--- src/rtl/inst_fetch_stage.sv ---
// Instruction fetch front end: owns the PC, issues word fetches over a valid/ready
// channel, buffers in-order responses and drives the IF_ID register toward decode.
module inst_fetch_stage #(
  parameter logic [31:0] RESET_PC  = 32'h0000_0000,
  parameter int          BUF_DEPTH = 2,
  parameter logic [31:0] NOP_INST  = 32'h0000_0013
) (
  input  logic        clk,
  input  logic        rst,
  output logic        imem_req_valid,
  output logic [31:0] imem_req_addr,
  input  logic        imem_req_ready,
  input  logic        imem_resp_valid,
  input  logic [31:0] imem_resp_data,
  input  logic        stall,
  input  logic        redirect_valid,
  input  logic [31:0] redirect_pc,
  output logic [31:0] inst,
  output logic [31:0] inst_pc,
  output logic        inst_valid
);

  localparam int AW = $clog2(BUF_DEPTH);
  localparam int CW = AW + 1;
  localparam int DW = CW + 8;

  logic [31:0]   pc_reg;
  logic [CW-1:0] in_flight_reg;
  logic [CW-1:0] in_flight_next;
  logic [DW-1:0] drop_cnt_reg;
  logic [DW-1:0] drop_flush;

  logic [31:0]   pcq_mem [BUF_DEPTH];
  logic [AW-1:0] pcq_rd_reg;
  logic [AW-1:0] pcq_wr_reg;

  logic [31:0]   rb_data_mem [BUF_DEPTH];
  logic [31:0]   rb_pc_mem   [BUF_DEPTH];
  logic [AW-1:0] rb_rd_reg;
  logic [AW-1:0] rb_wr_reg;
  logic [CW-1:0] rb_count_reg;
  logic [CW-1:0] rb_count_next;

  logic [31:0]   inst_reg;
  logic [31:0]   inst_pc_reg;
  logic          inst_valid_reg;

  logic [CW:0]   occupancy;
  logic          issue;
  logic          resp_live;
  logic          resp_drop;
  logic          buf_empty;
  logic          pop;
  logic          bypass;
  logic          push;
  logic [31:0]   pcq_head;

  // in_flight counts only live requests; stale ones are tracked in drop_cnt
  assign occupancy      = {1'b0, in_flight_reg} + {1'b0, rb_count_reg};
  assign imem_req_valid = !rst && !redirect_valid && (occupancy < (CW+1)'(BUF_DEPTH));
  assign imem_req_addr  = pc_reg;
  assign issue          = imem_req_valid && imem_req_ready;

  assign resp_drop = imem_resp_valid && (drop_cnt_reg != '0);
  assign resp_live = imem_resp_valid && (drop_cnt_reg == '0);
  assign pcq_head  = pcq_mem[pcq_rd_reg];
  assign buf_empty = (rb_count_reg == '0);

  assign pop    = !redirect_valid && !stall && !buf_empty;
  assign bypass = !redirect_valid && !stall && buf_empty && resp_live;
  assign push   = !redirect_valid && resp_live && !bypass;

  // Every outstanding request becomes stale on a flush, minus any answered right now
  assign drop_flush = drop_cnt_reg + DW'(in_flight_reg) - DW'(imem_resp_valid);

  always_comb begin
    in_flight_next = in_flight_reg;
    if (issue)     in_flight_next = in_flight_next + CW'(1);
    if (resp_live) in_flight_next = in_flight_next - CW'(1);
  end

  always_comb begin
    rb_count_next = rb_count_reg;
    if (push) rb_count_next = rb_count_next + CW'(1);
    if (pop)  rb_count_next = rb_count_next - CW'(1);
  end

  always_ff @(posedge clk) begin
    if (rst || redirect_valid) begin
      in_flight_reg <= '0;
      drop_cnt_reg  <= drop_flush;
      pcq_rd_reg    <= '0;
      pcq_wr_reg    <= '0;
      rb_rd_reg     <= '0;
      rb_wr_reg     <= '0;
      rb_count_reg  <= '0;
      pc_reg        <= rst ? RESET_PC : (redirect_pc & 32'hFFFF_FFFC);
    end else begin
      in_flight_reg <= in_flight_next;
      rb_count_reg  <= rb_count_next;
      if (resp_drop) drop_cnt_reg <= drop_cnt_reg - DW'(1);
      if (issue) begin
        pc_reg     <= pc_reg + 32'd4;
        pcq_wr_reg <= pcq_wr_reg + AW'(1);
      end
      if (resp_live) pcq_rd_reg <= pcq_rd_reg + AW'(1);
      if (push)      rb_wr_reg  <= rb_wr_reg + AW'(1);
      if (pop)       rb_rd_reg  <= rb_rd_reg + AW'(1);
    end
  end

  // Storage needs no reset: validity is carried entirely by the pointers and counts
  always_ff @(posedge clk) begin
    if (issue) pcq_mem[pcq_wr_reg] <= pc_reg;
    if (push && !rst) begin
      rb_data_mem[rb_wr_reg] <= imem_resp_data;
      rb_pc_mem[rb_wr_reg]   <= pcq_head;
    end
  end

  always_ff @(posedge clk) begin
    if (rst) begin
      inst_reg       <= NOP_INST;
      inst_pc_reg    <= 32'h0000_0000;
      inst_valid_reg <= 1'b0;
    end else if (redirect_valid) begin
      inst_reg       <= NOP_INST;
      inst_valid_reg <= 1'b0;
    end else if (!stall) begin
      if (!buf_empty) begin
        inst_reg       <= rb_data_mem[rb_rd_reg];
        inst_pc_reg    <= rb_pc_mem[rb_rd_reg];
        inst_valid_reg <= 1'b1;
      end else if (resp_live) begin
        inst_reg       <= imem_resp_data;
        inst_pc_reg    <= pcq_head;
        inst_valid_reg <= 1'b1;
      end else begin
        inst_reg       <= NOP_INST;
        inst_valid_reg <= 1'b0;
      end
    end
  end

  assign inst       = inst_reg;
  assign inst_pc    = inst_pc_reg;
  assign inst_valid = inst_valid_reg;

endmodule

--- config.mk ---
export PLATFORM = sky130hd
export DESIGN_NAME = inst_fetch_stage
export DESIGN_NICKNAME = d
export VERILOG_FILES = /design/src/rtl/inst_fetch_stage.sv
export SDC_FILE = /design/constraint.sdc
export NUM_CORES = 1
export LEC_CHECK = 0
export BUFFER_PORTS_ARGS = -buffer_cell sky130_fd_sc_hd__buf_4
export CORE_MARGIN = 2
export CORE_UTILIZATION = 45
export DETAILED_ROUTE_END_ITERATION = 10
export SLEW_MARGIN = 15
export SYNTH_ARGS = -nofsm -noshare
export SYNTH_HDL_FRONTEND = slang
export SYNTH_SLANG_ARGS = --single-unit
--- constraint.sdc ---
create_clock -name clk -period 7.64 [get_ports clk]
set_input_delay 1.146 -clock clk [delete_from_list [all_inputs] [get_ports clk]]
set_output_delay 1.146 -clock clk [all_outputs]
set_load 0.1 [all_outputs]
[Yosys cells after proc, flatten, opt, wreduce, memory -nomap -nowiden]
Memory sizes are Yosys's and may differ from the RTL's. A register that Yosys moved wholly into a read port is not among the register bits.
Cells that the tools add are included.
Word-level totals
  flip-flop bits (word level): 115
  bits in latches: 0
  memory bits (writable): 192
  ROM bits: 0
  memories: 3
Cells by class
  $add $sub $neg: 13
  multipliers: 0
  div/mod/pow operators: 0
  magnitude comparators: 1
  equality and inequality tests: 1
  shift-type cells: 0
  muxes and demuxes: 25
  bitwise operators: 2
  reductions and logical operators: 25
Memory list
  pcq_mem: depth 2, bits a word 32, rd ports 1, clocked after Yosys merged registers in 1, write ports 1, line 33  | logic [31:0] pcq_mem [BUF_DEPTH];
  rb_data_mem: depth 2, bits a word 32, rd ports 1, clocked after Yosys merged registers in 1, write ports 1, line 37  | logic [31:0] rb_data_mem [BUF_DEPTH];
  rb_pc_mem: depth 2, bits a word 32, rd ports 1, clocked after Yosys merged registers in 1, write ports 1, line 38  | logic [31:0] rb_pc_mem [BUF_DEPTH];
Operator list (count)
  $mux W32: 7
  $add A32 B3 Y32 const B: 1
  $mux W10: 2
  $logic_and A1 B1 Y1: 12
  $mux W1: 12
  $add A10 B2 Y10: 1
  $logic_not A10 Y1: 1
  $reduce_bool A10 Y1: 1
  $sub A10 B1 Y10: 1
  $sub A10 B1 Y10 const B: 1
  $mux W2: 4
  $logic_not A1 Y1: 5
  $add A1 B1 Y1 const B: 4
  $add A2 B1 Y2 const B: 2
  $reduce_bool A2 Y1: 2
  $sub A2 B1 Y2 const B: 2
  $add A2 B2 Y3: 1
  $lt A3 B2 Y1 const B: 1
  $reduce_and A3 Y1: 1
  $logic_not A2 Y1: 1
  $ne A2 B2 Y1 const B: 1
  $not A1 Y1: 2
  $reduce_or A2 Y1: 1
  $logic_or A1 B1 Y1: 1

[Longest topological paths before layout]
  depth after elaboration: 9
  mapped depth: 10
  gate-level depth less buffers: 10

[Worst setup path before layout]
No wires, ideal clock.
  path kind: in2reg
  start point: in imem_resp_valid
  end point: mem rb_data_mem[1][0] (enable)
  data arrival time: 6.444 ns
  required time: 7.069 ns
  slack: 0.625 ns
  stages on the path: 4
  buffers on the path: 1
  cells stage by stage: nand4_1 > or4_1 > buf_2 > nor3b_1
On the way
  cells in the longest elaborated chain, start to end: 7
  elaborated cells on any way between the ends: 8
Ends and longest elaborated chain
  from (decl): line 13  | input logic imem_resp_valid,
  $logic_and A1 B1 Y1 *: line 65  | assign resp_live = imem_resp_valid && (drop_cnt_reg == '0);
  $logic_and A1 B1 Y1: line 70  | assign bypass = !redirect_valid && !stall && buf_empty && resp_live;
  $logic_not A1 Y1: line 71  | assign push = !redirect_valid && resp_live && !bypass;
  $logic_and A1 B1 Y1 *: line 71
  $logic_and A1 B1 Y1 *: line 115  | if (push && !rst) begin
  $mux W1 *: line 115
  $mux W1 (implied by the code) *: line 116  | rb_data_mem[rb_wr_reg] <= imem_resp_data;
  to (decl): line 37
Every way passes the cells marked *; elsewhere a longest branch is shown, timed or not.

[Final worst setup path]
  start point: in rst
  end point: out imem_req_valid
On the way
  cells in the longest elaborated chain, start to end: 3
Ends and longest elaborated chain
  from (decl): line 9  | input logic rst,
  $logic_not A1 Y1: line 60  | assign imem_req_valid = !rst && !redirect_valid && (occupancy < (CW+1)'(BUF_DEPTH));
  $logic_and A1 B1 Y1 (2 in series): line 60
  to (decl): line 10  | output logic imem_req_valid,
No other way between the ends.

==> flow_summary.toml <==
[critical_path]
crit_cells = 3
slowest_stage = "nor4_2"
startpoint_type = "input port"
crit_type = "in2out"
critPathRequiredTime_ps = 6490
cp_common_cell = "buf_4"
arrival_ps = 2400
end_kind = "output port"
path_cells = "buf_4, nor4_2, buf_4"
path_delay_family = "buffers and inverters"
critical_path.max_stage_delay_ps = 520
critPathBufInv = 2
r2r_cells = 6
path_max_fanout = 63

[place]
port_buffers = 161
dp_hpwl_um = 17600
dp_slack_ps = 4080
gp_congestion = 0.745

[logic_synthesis]
ys_warn_count = 0
synth.area.top_cells = "edfxtp_1 (52%), dfxtp_1 (11%), mux2_2 (5.2%)"
synth-async-reset-ratio_pct = 0
synth_top_area_share_pct = 52.5
yosysSeqAreaShare_pct = 63.9
synth_edf_count = 224
synth_most_common_cell = "edfxtp_1"
synth_top_area_cell = "edfxtp_1"
postSynthCellCount = 991
synth_common_cells = "edfxtp_1 (224), nand2_1 (107), nor2_1 (79)"
synth_seq_cells = 297
synth_ff_type = "edfxtp_1"
avgSynthCellArea_um2 = 12.9
ys_types = 59
syn_area_um2 = 12800

[clock_network]
htreeDepth = 1
clkLatencyLatePin_ps = 540
cts-root-buf = "clkbuf_16"
clk_pin_slew_worst_paths_ps = 60
numCtsBuffers = 30
clockBufferDepth = 3
cts_setup_buffers = 0
ctsResizeCount = 0
hold_buffers = 0
cts_tree = "built"
cts_sinks = 297

[die]
num_rows = 61
die_h_um = 173
die_w_um = 173
ios = 168
core-area_um2 = 27900
start_util_pct = 45.9
die_area_um2 = 29800

[layout]
diodes = 0
area_growth_pct = 20.1
final_nets = 1238
top_register = "rb_data_mem"
largest_reg_flops = 64
drive_gt1_share_pct = 26.1
reg_top3 = "rb_data_mem (64), pcq_mem (60), rb_pc_mem (60)"

[sta]
final.setup.tns_ps = 0
skew_ps = 10.6
rsz0062_at_grt = "no"
fmax_mhz = 282
finalWorstSetupSlack_ps = 4090
max-slew-margin-rel_pct = 28.3
hold_viol = 0
period_needed_ps = 3550
slew_viol_final = 0
worstMarginPinSlew_ps = 1070
setup_violations = 0
fin_crit_sh_pct = 46.4

[route]
route.vias.total = 8208
drt-pass1-iter-count = 5
wl_um = 28200
drtIter0Drc = 567
drc = 0
routedWlPerCell_um = 18.3
drtAntennaViolNets = 0
viasPerCell = 5.33

[pwr]
peakVddDrop_v = 0.000144
power.density_nw_per_um2 = 268
finalPower_mw = 4.12
p_leak_nw = 5.39

[global_routing]
grt_pass1_wl_um = 44100
grt_util_met1_pct = 25.3
grt_max_degree = 64
gr-total-overflow = 0
grt_usage_pct = 18.3
busiest_layer = "met2"
grt_pass1_vias = 7968
use_met3_pct = 2.70
antenna_found_initial = 0
grt_use_met2_pct = 30.6

[status]
status = "finished clean"

[worst_hold_path]
min_path_type = "reg2reg"
hold_depth = 2

[job]
drv_cap = 0
layout by cell type, fill, tap and decap left out, drive strengths merged, types with 17 or more instances in the layout:
cell type | netlist | layout
inv | 26 | 26
nand2 | 107 | 107
o21ai | 21 | 21
buf | 26 | 175
mux2 | 59 | 59
a222oi | 29 | 29
nor2 | 79 | 79
mux2i | 37 | 37
o211ai | 32 | 32
edfxtp | 224 | 224
xnor2 | 32 | 32
ha | 27 | 27
clkbuf | 36 | 45
a211oi | 17 | 17
nand3 | 20 | 20
dfxtp | 73 | 73
a21oi | 53 | 53
metal layers:
layer  vias to the layer above  part of all wire (%)
li1                       3972                     -
met1                      3998                    46
met2                       197                    47
met3                        41                   4.5
met4                         0                   1.9
met5                         -                     0
cell families (layout without fill, tap and decap cells):
group,after synthesis,in the layout,synth area share (%)
AOI/OAI and AO/OA,166,166,9.04
other,1,4,0.0293
and+or+nand+nor,267,267,9.95
DFF,297,297,63.9
xor gates and xnor gates,47,47,3.21
buffers and inverters,88,257,2.87
muxes,96,96,8.07
adders and majority gates,29,29,2.95
layout make-up:
type                            instances  area, um^2
Sequential cell                       297        8190
Multi-Input combinational cell        609        4310
Fill cell                            2408       12500
Clock inverter                         11         105
Clock buffer                           45         898
Inverter                               26        97.6
Timing Repair Buffer                  175        1310
Tap cell                              378         473
final timing paths:
kind | start | end | slack, ps
max | rst | imem_req_valid | 4090
min reg2reg | inst_pc[7]$_SDFFE_PP0P_ | inst_pc[7]$_SDFFE_PP0P_ | 450
max reg2reg | drop_cnt_reg[5]$_DFFE_PP_ | rb_data_mem[0][25]$_DFFE_PP_ | 4730
min | inst_pc[7]$_SDFFE_PP0P_ | inst_pc[7]$_SDFFE_PP0P_ | 450
per-stage QoR:
step / instances / cell area, um^2 / util [%] / hold slack (ps)
2_1_floorplan: 994 / 12800 / - / 481
3_3_place_gp: 1485 / 14400 / 51.5 / 445
3_5_place_dp: 1485 / 14400 / 51.5 / 450
4_1_cts: 1541 / 15400 / 55.1 / 458
5_1_grt: 1541 / 15400 / 55.1 / 474
6_report: 1541 / 15400 / 55.1 / 453
worst reg2reg max path: cells and delay by family (launching register included):
family / cells / cell delay, ps
flip-flops: 1 / 430
buffers and inverters: 2 / 770
adder cells (fa/ha/maj): 1 / 210
AND/OR/NAND/NOR: 3 / 1070
power breakdown:
part / internal [mW] / leakage, nW / switching (mW)
clock: 0.875 / 0.497 / 0.591
sequential: 1.82 / 2.69 / 0.0616
combinational: 0.298 / 2.21 / 0.481
Power figures use the tool's default switching activity.
